## config.mk

```make
export PLATFORM = sky130hd
export DESIGN_NAME = switch_conditioner
export DESIGN_NICKNAME = d
export VERILOG_FILES = /design/src/rtl/switch_conditioner_pkg.sv /design/src/rtl/switch_debounce_bit.sv /design/src/rtl/switch_conditioner.sv
export VERILOG_INCLUDE_DIRS = /design/src /design/src/rtl
export SDC_FILE = /design/constraint.sdc
export NUM_CORES = 1
export LEC_CHECK = 0
export BUFFER_PORTS_ARGS = -buffer_cell sky130_fd_sc_hd__buf_2
export CORE_ASPECT_RATIO = 1.5
export CORE_UTILIZATION = 48
export DETAILED_ROUTE_END_ITERATION = 7
export GPL_TIMING_DRIVEN = 0
export PLACE_DENSITY = 0.74
export SETUP_SLACK_MARGIN = 0.1
export SLEW_MARGIN = 20
export SYNTH_ARGS = -nofsm -noshare
export SYNTH_HDL_FRONTEND = slang
export SYNTH_HIERARCHICAL = 1
export SYNTH_SLANG_ARGS = --single-unit
```

## constraint.sdc

```tcl
create_clock -name clk -period 1.2 [get_ports clk]
set_input_delay 0.18 -clock clk [delete_from_list [all_inputs] [get_ports clk]]
set_output_delay 0.18 -clock clk [all_outputs]
set_load 0.02 [all_outputs]
```

## src/rtl/switch_defs.vh

```
// Shared switch-matrix definitions.
// Used by the switch conditioner and by the top-level display block so that
// both agree on the per-player switch count and the default debounce time.
`ifndef SWITCH_DEFS_VH
`define SWITCH_DEFS_VH

// Number of switches per player.
`define SWITCH_WIDTH 8

// Default number of consecutive stable cycles before a debounced bit changes.
`define DEBOUNCE_CYCLES_DEFAULT 16

`endif

```

## src/rtl/switch_conditioner_pkg.sv

```systemverilog
// Package for the switch conditioner.
// Purpose: types, sizes and small helper functions shared by the switch
// conditioner top level and its per-bit debounce sub-module.
// Ports: none (package).
package switch_conditioner_pkg;

`include "switch_defs.vh"

    // Switches per player.
    localparam int unsigned SWITCH_WIDTH = `SWITCH_WIDTH;

    // Default debounce length in clk cycles.
    localparam int unsigned DEBOUNCE_CYCLES_DEFAULT = `DEBOUNCE_CYCLES_DEFAULT;

    // Two players share one conditioner.
    localparam int unsigned NUM_PLAYERS = 2;

    // Total number of debounced bits.
    localparam int unsigned NUM_BITS = SWITCH_WIDTH * NUM_PLAYERS;

    // One player's switch vector.
    typedef logic [SWITCH_WIDTH-1:0] switch_vec_t;

    // Width of a counter that must be able to hold the value 'cycles'.
    function automatic int unsigned cnt_width(input int unsigned cycles);
        return $clog2(cycles + 1);
    endfunction

    // Bits that are set now but were clear before (0->1 transitions).
    function automatic switch_vec_t rise_mask(input switch_vec_t now_v,
                                              input switch_vec_t old_v);
        return now_v & ~old_v;
    endfunction

endpackage

```

## src/rtl/switch_debounce_bit.sv

```systemverilog
// Single-bit switch debouncer.
// Purpose: bring one asynchronous, bouncy switch into the clk domain and
// only change the debounced value after the synchronized input has differed
// from it for DEBOUNCE_CYCLES consecutive cycles.
// Ports:
//   clk   - system clock
//   reset - asynchronous, active-low reset
//   raw   - raw switch input, asynchronous to clk
//   deb   - debounced switch value (registered)
module switch_debounce_bit
    import switch_conditioner_pkg::*;
#(
    parameter int unsigned DEBOUNCE_CYCLES = DEBOUNCE_CYCLES_DEFAULT
) (
    input  logic clk,
    input  logic reset,
    input  logic raw,
    output logic deb
);

    localparam int unsigned CNT_W = cnt_width(DEBOUNCE_CYCLES);

    // The change is committed on the cycle the count would reach
    // DEBOUNCE_CYCLES, so the register itself never holds more than
    // DEBOUNCE_CYCLES-1 and can never wrap.
    localparam logic [CNT_W-1:0] CNT_LAST = CNT_W'(DEBOUNCE_CYCLES - 1);

    logic             sync1_r;
    logic             sync2_r;
    logic             deb_r;
    logic [CNT_W-1:0] cnt_r;
    logic             deb_next_s;
    logic [CNT_W-1:0] cnt_next_s;

    // Next debounce state: clear on agreement, count on disagreement,
    // commit and clear when the count completes.
    always_comb begin
        deb_next_s = deb_r;
        cnt_next_s = cnt_r;
        if (sync2_r == deb_r) begin
            // A bounce back to the current value restarts the count.
            cnt_next_s = {CNT_W{1'b0}};
        end else if (cnt_r == CNT_LAST) begin
            deb_next_s = sync2_r;
            cnt_next_s = {CNT_W{1'b0}};
        end else begin
            cnt_next_s = cnt_r + CNT_W'(1);
        end
    end

    // Two-flop synchronizer for the asynchronous raw input.
    always_ff @(posedge clk or negedge reset) begin
        if (!reset) begin
            sync1_r <= 1'b0;
            sync2_r <= 1'b0;
        end else begin
            sync1_r <= raw;
            sync2_r <= sync1_r;
        end
    end

    // Debounce counter and debounced value registers.
    always_ff @(posedge clk or negedge reset) begin
        if (!reset) begin
            deb_r <= 1'b0;
            cnt_r <= {CNT_W{1'b0}};
        end else begin
            deb_r <= deb_next_s;
            cnt_r <= cnt_next_s;
        end
    end

    assign deb = deb_r;

endmodule

```

## src/rtl/switch_conditioner.sv

```systemverilog
// Two-player switch conditioner.
// Purpose: synchronize and debounce 2 x SWITCH_WIDTH switches, then latch
// them once per video frame so the displayed switch grid never changes
// mid-frame, and flag newly pressed switches with a one-cycle pulse.
// Ports:
//   clk         - system clock (only clock)
//   reset       - asynchronous, active-low reset
//   vsync       - vertical sync, active-high, clk domain
//   raw_p1/p2   - raw player switches, asynchronous, bouncy
//   switches_p1/p2 - debounced switches, updated on each frame tick
//   press_p1/p2 - one-cycle per-bit pulse on a latched 0->1 transition
//   frame_tick  - one-cycle pulse per vsync rising edge; it is high in the
//                 same cycle that the newly latched switches and press
//                 pulses first appear
module switch_conditioner
    import switch_conditioner_pkg::*;
#(
    parameter int unsigned DEBOUNCE_CYCLES = DEBOUNCE_CYCLES_DEFAULT
) (
    input  logic                    clk,
    input  logic                    reset,
    input  logic                    vsync,
    input  logic [SWITCH_WIDTH-1:0] raw_p1,
    input  logic [SWITCH_WIDTH-1:0] raw_p2,
    output logic [SWITCH_WIDTH-1:0] switches_p1,
    output logic [SWITCH_WIDTH-1:0] switches_p2,
    output logic [SWITCH_WIDTH-1:0] press_p1,
    output logic [SWITCH_WIDTH-1:0] press_p2,
    output logic                    frame_tick
);

    logic [NUM_BITS-1:0]     raw_all_s;
    logic [NUM_BITS-1:0]     deb_all_s;
    switch_vec_t             deb_p1_s;
    switch_vec_t             deb_p2_s;
    logic                    tick_s;
    logic                    vsync_prev_r;
    logic                    frame_tick_r;
    switch_vec_t             switches_p1_r;
    switch_vec_t             switches_p2_r;
    switch_vec_t             press_p1_r;
    switch_vec_t             press_p2_r;

    // Flatten both players into one vector so one generate loop covers all bits.
    always_comb begin
        raw_all_s = {raw_p2, raw_p1};
    end

    // One independent synchronizer + debouncer per switch bit.
    for (genvar gi = 0; gi < NUM_BITS; gi++) begin : g_bit
        switch_debounce_bit #(
            .DEBOUNCE_CYCLES (DEBOUNCE_CYCLES)
        ) u_debounce (
            .clk   (clk),
            .reset (reset),
            .raw   (raw_all_s[gi]),
            .deb   (deb_all_s[gi])
        );
    end

    // Split debounced bits per player and detect the vsync rising edge.
    always_comb begin
        deb_p1_s = deb_all_s[SWITCH_WIDTH-1:0];
        deb_p2_s = deb_all_s[NUM_BITS-1:SWITCH_WIDTH];
        tick_s   = vsync & ~vsync_prev_r;
    end

    // Previous-vsync register; resets high so a vsync already high when
    // reset releases is not mistaken for a rising edge.
    always_ff @(posedge clk or negedge reset) begin
        if (!reset) begin
            vsync_prev_r <= 1'b1;
            frame_tick_r <= 1'b0;
        end else begin
            vsync_prev_r <= vsync;
            frame_tick_r <= tick_s;
        end
    end

    // Frame latch: load debounced switches once per frame. deb_* is sampled
    // before the debouncers update on this same edge, so a change landing on
    // the tick edge is picked up at the following frame. Press pulses use
    // the previous latched value and are cleared on every other cycle.
    always_ff @(posedge clk or negedge reset) begin
        if (!reset) begin
            switches_p1_r <= {SWITCH_WIDTH{1'b0}};
            switches_p2_r <= {SWITCH_WIDTH{1'b0}};
            press_p1_r    <= {SWITCH_WIDTH{1'b0}};
            press_p2_r    <= {SWITCH_WIDTH{1'b0}};
        end else begin
            if (tick_s) begin
                switches_p1_r <= deb_p1_s;
                switches_p2_r <= deb_p2_s;
                press_p1_r    <= rise_mask(deb_p1_s, switches_p1_r);
                press_p2_r    <= rise_mask(deb_p2_s, switches_p2_r);
            end else begin
                switches_p1_r <= switches_p1_r;
                switches_p2_r <= switches_p2_r;
                press_p1_r    <= {SWITCH_WIDTH{1'b0}};
                press_p2_r    <= {SWITCH_WIDTH{1'b0}};
            end
        end
    end

    assign switches_p1 = switches_p1_r;
    assign switches_p2 = switches_p2_r;
    assign press_p1    = press_p1_r;
    assign press_p2    = press_p2_r;
    assign frame_tick  = frame_tick_r;

endmodule

```

======== After elaboration in Yosys (flattened, before gate mapping) ========
Cells that the tools add are included.
operators by class
  reduce and logical (&&, ||, !) cells .... 16
  bitwise logic cells ..................... 22
  mux-type cells .......................... 34
  add/sub/neg operators ................... 16
  equal/unequal tests ..................... 32
operator list
  kind                                                                    count
  5-bit 2-to-1 mux                                                        32
  5-bit by 1-bit adder with 5-bit output (second input constant)          16
  5-bit by 4-bit equality test with 1-bit output (second input constant)  16
  2-bit AND reduction                                                     16
  1-bit NOT                                                               17
  8-bit AND                                                               2
  1-bit equality test                                                     16
  8-bit 2-to-1 mux                                                        2
  8-bit NOT                                                               2
  1-bit AND                                                               1
word-level totals
  bits in registers ....................... 162
  bits of input ports ..................... 19

======== Longest topological paths before layout ========
  word-level depth ........................ 3
  depth in mapped cells ................... 5
  gate-level depth less buffers ........... 4

======== Modules after synthesis ========
Netlist, hierarchy kept.
by module, submodules not included
  module               times used  seq. area each (sq um)  cells each  area an instance (sq um)
  switch_debounce_bit  16          200.2                   23          311.5
  switch_conditioner   1           852.1                   71          1,256.2

======== Worst setup path before layout ========
Ideal clock, no wire load.
  path kind ............................... register to register
  start ................................... register vsync_prev_r
  end ..................................... register switches_p1_r[0], in the netlist switches_p1[0]
  stages on the path, launching flop included .. 6
  path buffers ............................ 2
  arrival ................................. 1.177 ns
  slack ................................... -0.102 ns
  library setup time ...................... 0.125 ns
  path through ............................ dfstp_2 -> nand2b_4 -> buf_12 -> inv_8 -> buf_12 -> mux2_4
on the way
  word-level cells in the longest chain between the ends .. 2
RTL lines
  item                    line                      RTL
  start, declared         switch_conditioner.sv:37  logic vsync_prev_r;
  start signal, assigned  switch_conditioner.sv:75  vsync_prev_r <= vsync;
  1-bit NOT               switch_conditioner.sv:65  tick_s = vsync & ~vsync_prev_r;
  1-bit AND               switch_conditioner.sv:65
  net tick_s              switch_conditioner.sv:36  logic tick_s;
  end signal, assigned    switch_conditioner.sv:86  switches_p1_r <= {SWITCH_WIDTH{1'b0}};
  end signal, assigned    switch_conditioner.sv:92  switches_p1_r <= deb_p1_s;
  end signal, assigned    switch_conditioner.sv:97  switches_p1_r <= switches_p1_r;
  end, declared           switch_conditioner.sv:39  switch_vec_t switches_p1_r;
The timed path passes the listed nets, and every way through them passes these cells.
A chain may end at the register's enable or synchronous reset.

======== Worst setup path in the final report ========
  start ................................... register vsync_prev_r
  end ..................................... register switches_p2_r[5], in the netlist switches_p2[5]
on the way
  word-level cells in the longest chain between the ends .. 2
RTL lines
  item                  line                      RTL
  1-bit NOT             switch_conditioner.sv:65
  1-bit AND             switch_conditioner.sv:65
  net tick_s            switch_conditioner.sv:36
  end signal, assigned  switch_conditioner.sv:87  switches_p2_r <= {SWITCH_WIDTH{1'b0}};
  end signal, assigned  switch_conditioner.sv:93  switches_p2_r <= deb_p2_s;
  end signal, assigned  switch_conditioner.sv:98  switches_p2_r <= switches_p2_r;
  end, declared         switch_conditioner.sv:40  switch_vec_t switches_p2_r;
The timed path passes the listed nets, and every way through them passes these cells.

==> impl_metrics.tcl <==
set metrics [dict create \
    syn_inst 439 \
    grt_use_met3_pct 4.72 \
    synth.top_cell.area_share_pct 64.6 \
    drv_cap 0 \
    worstSkewPairLatency_ns 0.41 \
    avgSynthCellArea_sq_um 14.2 \
    endpoint_kind "register" \
    multi_input_area_sq_um 2790 \
    tightest_slew_ns 0.495 \
    drcViolationCount 0 \
    ys_ff_latch 162 \
    diodes 0 \
    finalWeightedCongestion 0.694 \
    crit_required_ns 1.49 \
    dr.pass1.iters 4 \
    powerDensity_nw_per_um2 1390 \
    finalMaxSlewViolations 0 \
    coreArea_sq_um 12600 \
    pre_cts_slack_ns -0.189 \
    syn_area_sq_um 6240 \
    cts_made_buffers 17 \
    async_reset_ff_share_pct 100 \
    finClkSkew_ns 0.00775 \
    vias 3967 \
    hold_class "input pin to async pin" \
    detailedRoute.firstIterationViolations 170 \
    start_util_pct 49.6 \
    drtAntennaViolNets 0 \
    synth_edf_count 0 \
    holdWs_ns -0.301 \
    synthFlopType "dfrtp_1" \
    synth-warning-count 6 \
    port_buffers 51 \
    ios 52 \
    startpoint_type "register" \
    die_h_microns 142 \
    grt_max_degree 103 \
    status "finished with violations" \
    postCtsHoldBufs 16 \
    syn_to_final_growth_pct 49.0 \
    syn_nets 474 \
    setup_ws_ns -0.152 \
    yosysMostFrequentCell "dfrtp_1" \
    grt_pass1_wl_mm 21.0 \
    period_needed_ns 1.35 \
    htreeDepth 4 \
    final.fill_count 693 \
    clockRootBuffer "clkbuf_16" \
    num_rows 50 \
    met1_usage_pct 24.1 \
    routed_wl_mm 14.2 \
    grt_pass1_vias 4208 \
    synth_common_cells "161 x dfrtp_1, 48 x xor2_1, 32 x nor2_1, 32 x nor2_2" \
    yosys-top-cells-area "dfrtp_1 65%, xor2_1 6.7%, ha_1 3.2%" \
    die_x_microns 95.1 \
    grt_usage_pct 20.9 \
    vias_per_cell 5.09 \
    yosysTopAreaCell "dfrtp_1" \
    seq_area_frac_synth_pct 65.0 \
    timing.slew.headroom_pct 67.0 \
    antenna_found_initial 0 \
    violations "hold timing, setup timing" \
    final_nets 646 \
    clk_pin_slew_worst_paths_ns 0.06 \
    cp_max_fo 5 \
    p_total_uw 12900 \
    use_met2_pct 36.8 \
    max_freq_mhz 740 \
    critical_path_class "register to register" \
    final.period_utilization_pct 113 \
    hold_viol 61 \
    gr-total-overflow 0 \
    clock_sinks 162 \
    irDropWorstVdd_mv 1.12 \
    die_area_sq_um 13500 \
    setup_viol 42 \
    drive_above_1_share_pct 53.2 \
    synthDistinctLibCells 20 \
    cts_tree "yes" \
    cts.path.max_buffers 2 \
    hpwl_mm 6.23 \
    busiest_layer "met2" \
    drt-wirelength-per-cell_microns 18.2 \
    regArea_sq_um 4060 \
    rsz0062_at_grt "yes" \
    p_leak_uw 0.00441 \
    arrival_ns 1.65 \
]
final timing paths:
kind | startpoint | endpoint | slack [ns] | depth (start not counted)
max in group asynchronous | reset | vsync_prev_r | 0.64 | 2
hold reg to reg | g_bit[11].u_debounce/sync1_r | g_bit[11].u_debounce/sync2_r | 0.35 | 0
setup reg to reg | vsync_prev_r | switches_p2[5] | -0.15 | 5
setup / recovery | vsync_prev_r | switches_p2[5] | -0.15 | 5
hold / removal | reset | switches_p2[4] | -0.30 | 1
min in group clk | vsync | vsync_prev_r | -0.10 | 1
critical path: stages (launching register included):
cell and delay [ns]:
dfstp_2 0.51, nand2b_4 0.12, buf_12 0.12, inv_16 0.04
buf_12 0.14, mux2_4 0.30
cell families after synthesis:
family | synth area share (%)
AOI/OAI and AO/OA | 2.25
DFF | 65.0
and+or+nand+nor | 14.7
buffers and inverters | 1.86
xor gates and xnor gates | 6.74
muxes | 6.32
adders and majority gates | 3.21
state kept, by name, summed over array words and instances (netlist names):
| signal | count |
|---|---|
| g_bit.u_debounce/cnt_r | 80 |
| g_bit.u_debounce/deb | 16 |
| g_bit.u_debounce/sync1_r | 16 |
| g_bit.u_debounce/sync2_r | 16 |
| press_p1 | 8 |
| press_p2 | 8 |
| switches_p1 | 8 |
| switches_p2 | 8 |
| frame_tick | 1 |
| vsync_prev_r | 1 |
stage by stage:
| stage | hold WS, ns | instances | setup TNS (ns) | utilization [%] | instance area (sq um) |
|---|---|---|---|---|---|
| 2_1_floorplan | -0.116 | 439 | -0.921 | - | 6280 |
| 3_3_place_gp | 0.288 | 646 | -367.84 | 53.5 | 6730 |
| 3_5_place_dp | 0.148 | 647 | -2.91 | 53.8 | 6770 |
| 4_1_cts | -0.296 | 758 | -3.05 | 68.6 | 8630 |
| 5_1_grt | -0.280 | 780 | -5.15 | 74.0 | 9300 |
| 6_report | -0.301 | 780 | -3.12 | 74.0 | 9300 |
what timing repair did:
| item | 4_1_cts | 5_1_grt |
|---|---|---|
| hold endpoints to repair | 77 | 61 |
| buffers inserted | 61 | 24 |
| pin swaps | 35 | 48 |
| resized for setup | 125 | 86 |
| cloned | 2 | 0 |
| endpoints found under the setup margin | 75 | 138 |
where the power goes:
part	switching (uW)	total (uW)	internal [uW]	leakage, uW
clock network	2180	6090	3900	0.000316
logic	470	973	503	0.00195
registers	200	5850	5650	0.00214
total	2850	12900	10100	0.00441
area by class of cell:
type / count / area share [%]
Inverter: 17 / 0.861
Sequential cell: 162 / 43.6
Multi-Input combinational cell: 257 / 30.0
Tap cell: 156 / 2.10
Clock inverter: 14 / 2.53
Timing Repair Buffer: 153 / 15.6
Clock buffer: 18 / 4.62
Buffer: 3 / 0.646
layer usage:
metal,vias up,routed length (microns),share of wire [%]
li1,1797,-,-
met1,2065,5550,39
met2,75,7900,56
met3,30,360,2.5
met4,0,350,2.5
met5,-,0,0
cells in the final DEF, fill, tap and decap left out, types with 2 or more instances in the layout:
cell / instances
dfrtp_1: 161
buf_6: 59
buf_4: 56
xor2_1: 38
mux2_4: 25
nor2_1: 25
nor2_2: 24
clkbuf_16: 17
buf_2: 17
nand3_1: 16
and2_1: 16
inv_1: 16
dlygate4sd3_1: 16
nand3_4: 15
nor2_4: 15
ha_4: 14
nor3b_2: 11
o21ai_4: 11
xor2_2: 9
and3_2: 8
and3_4: 8
mux2_2: 7
bufinv_16: 6
o21ai_2: 5
buf_12: 4
nor3b_1: 3
clkinv_2: 3
clkinvlp_4: 3
nor3b_4: 2
buf_16: 2
ha_2: 2
No activity file was read; power rests on OpenSTA's default activity.
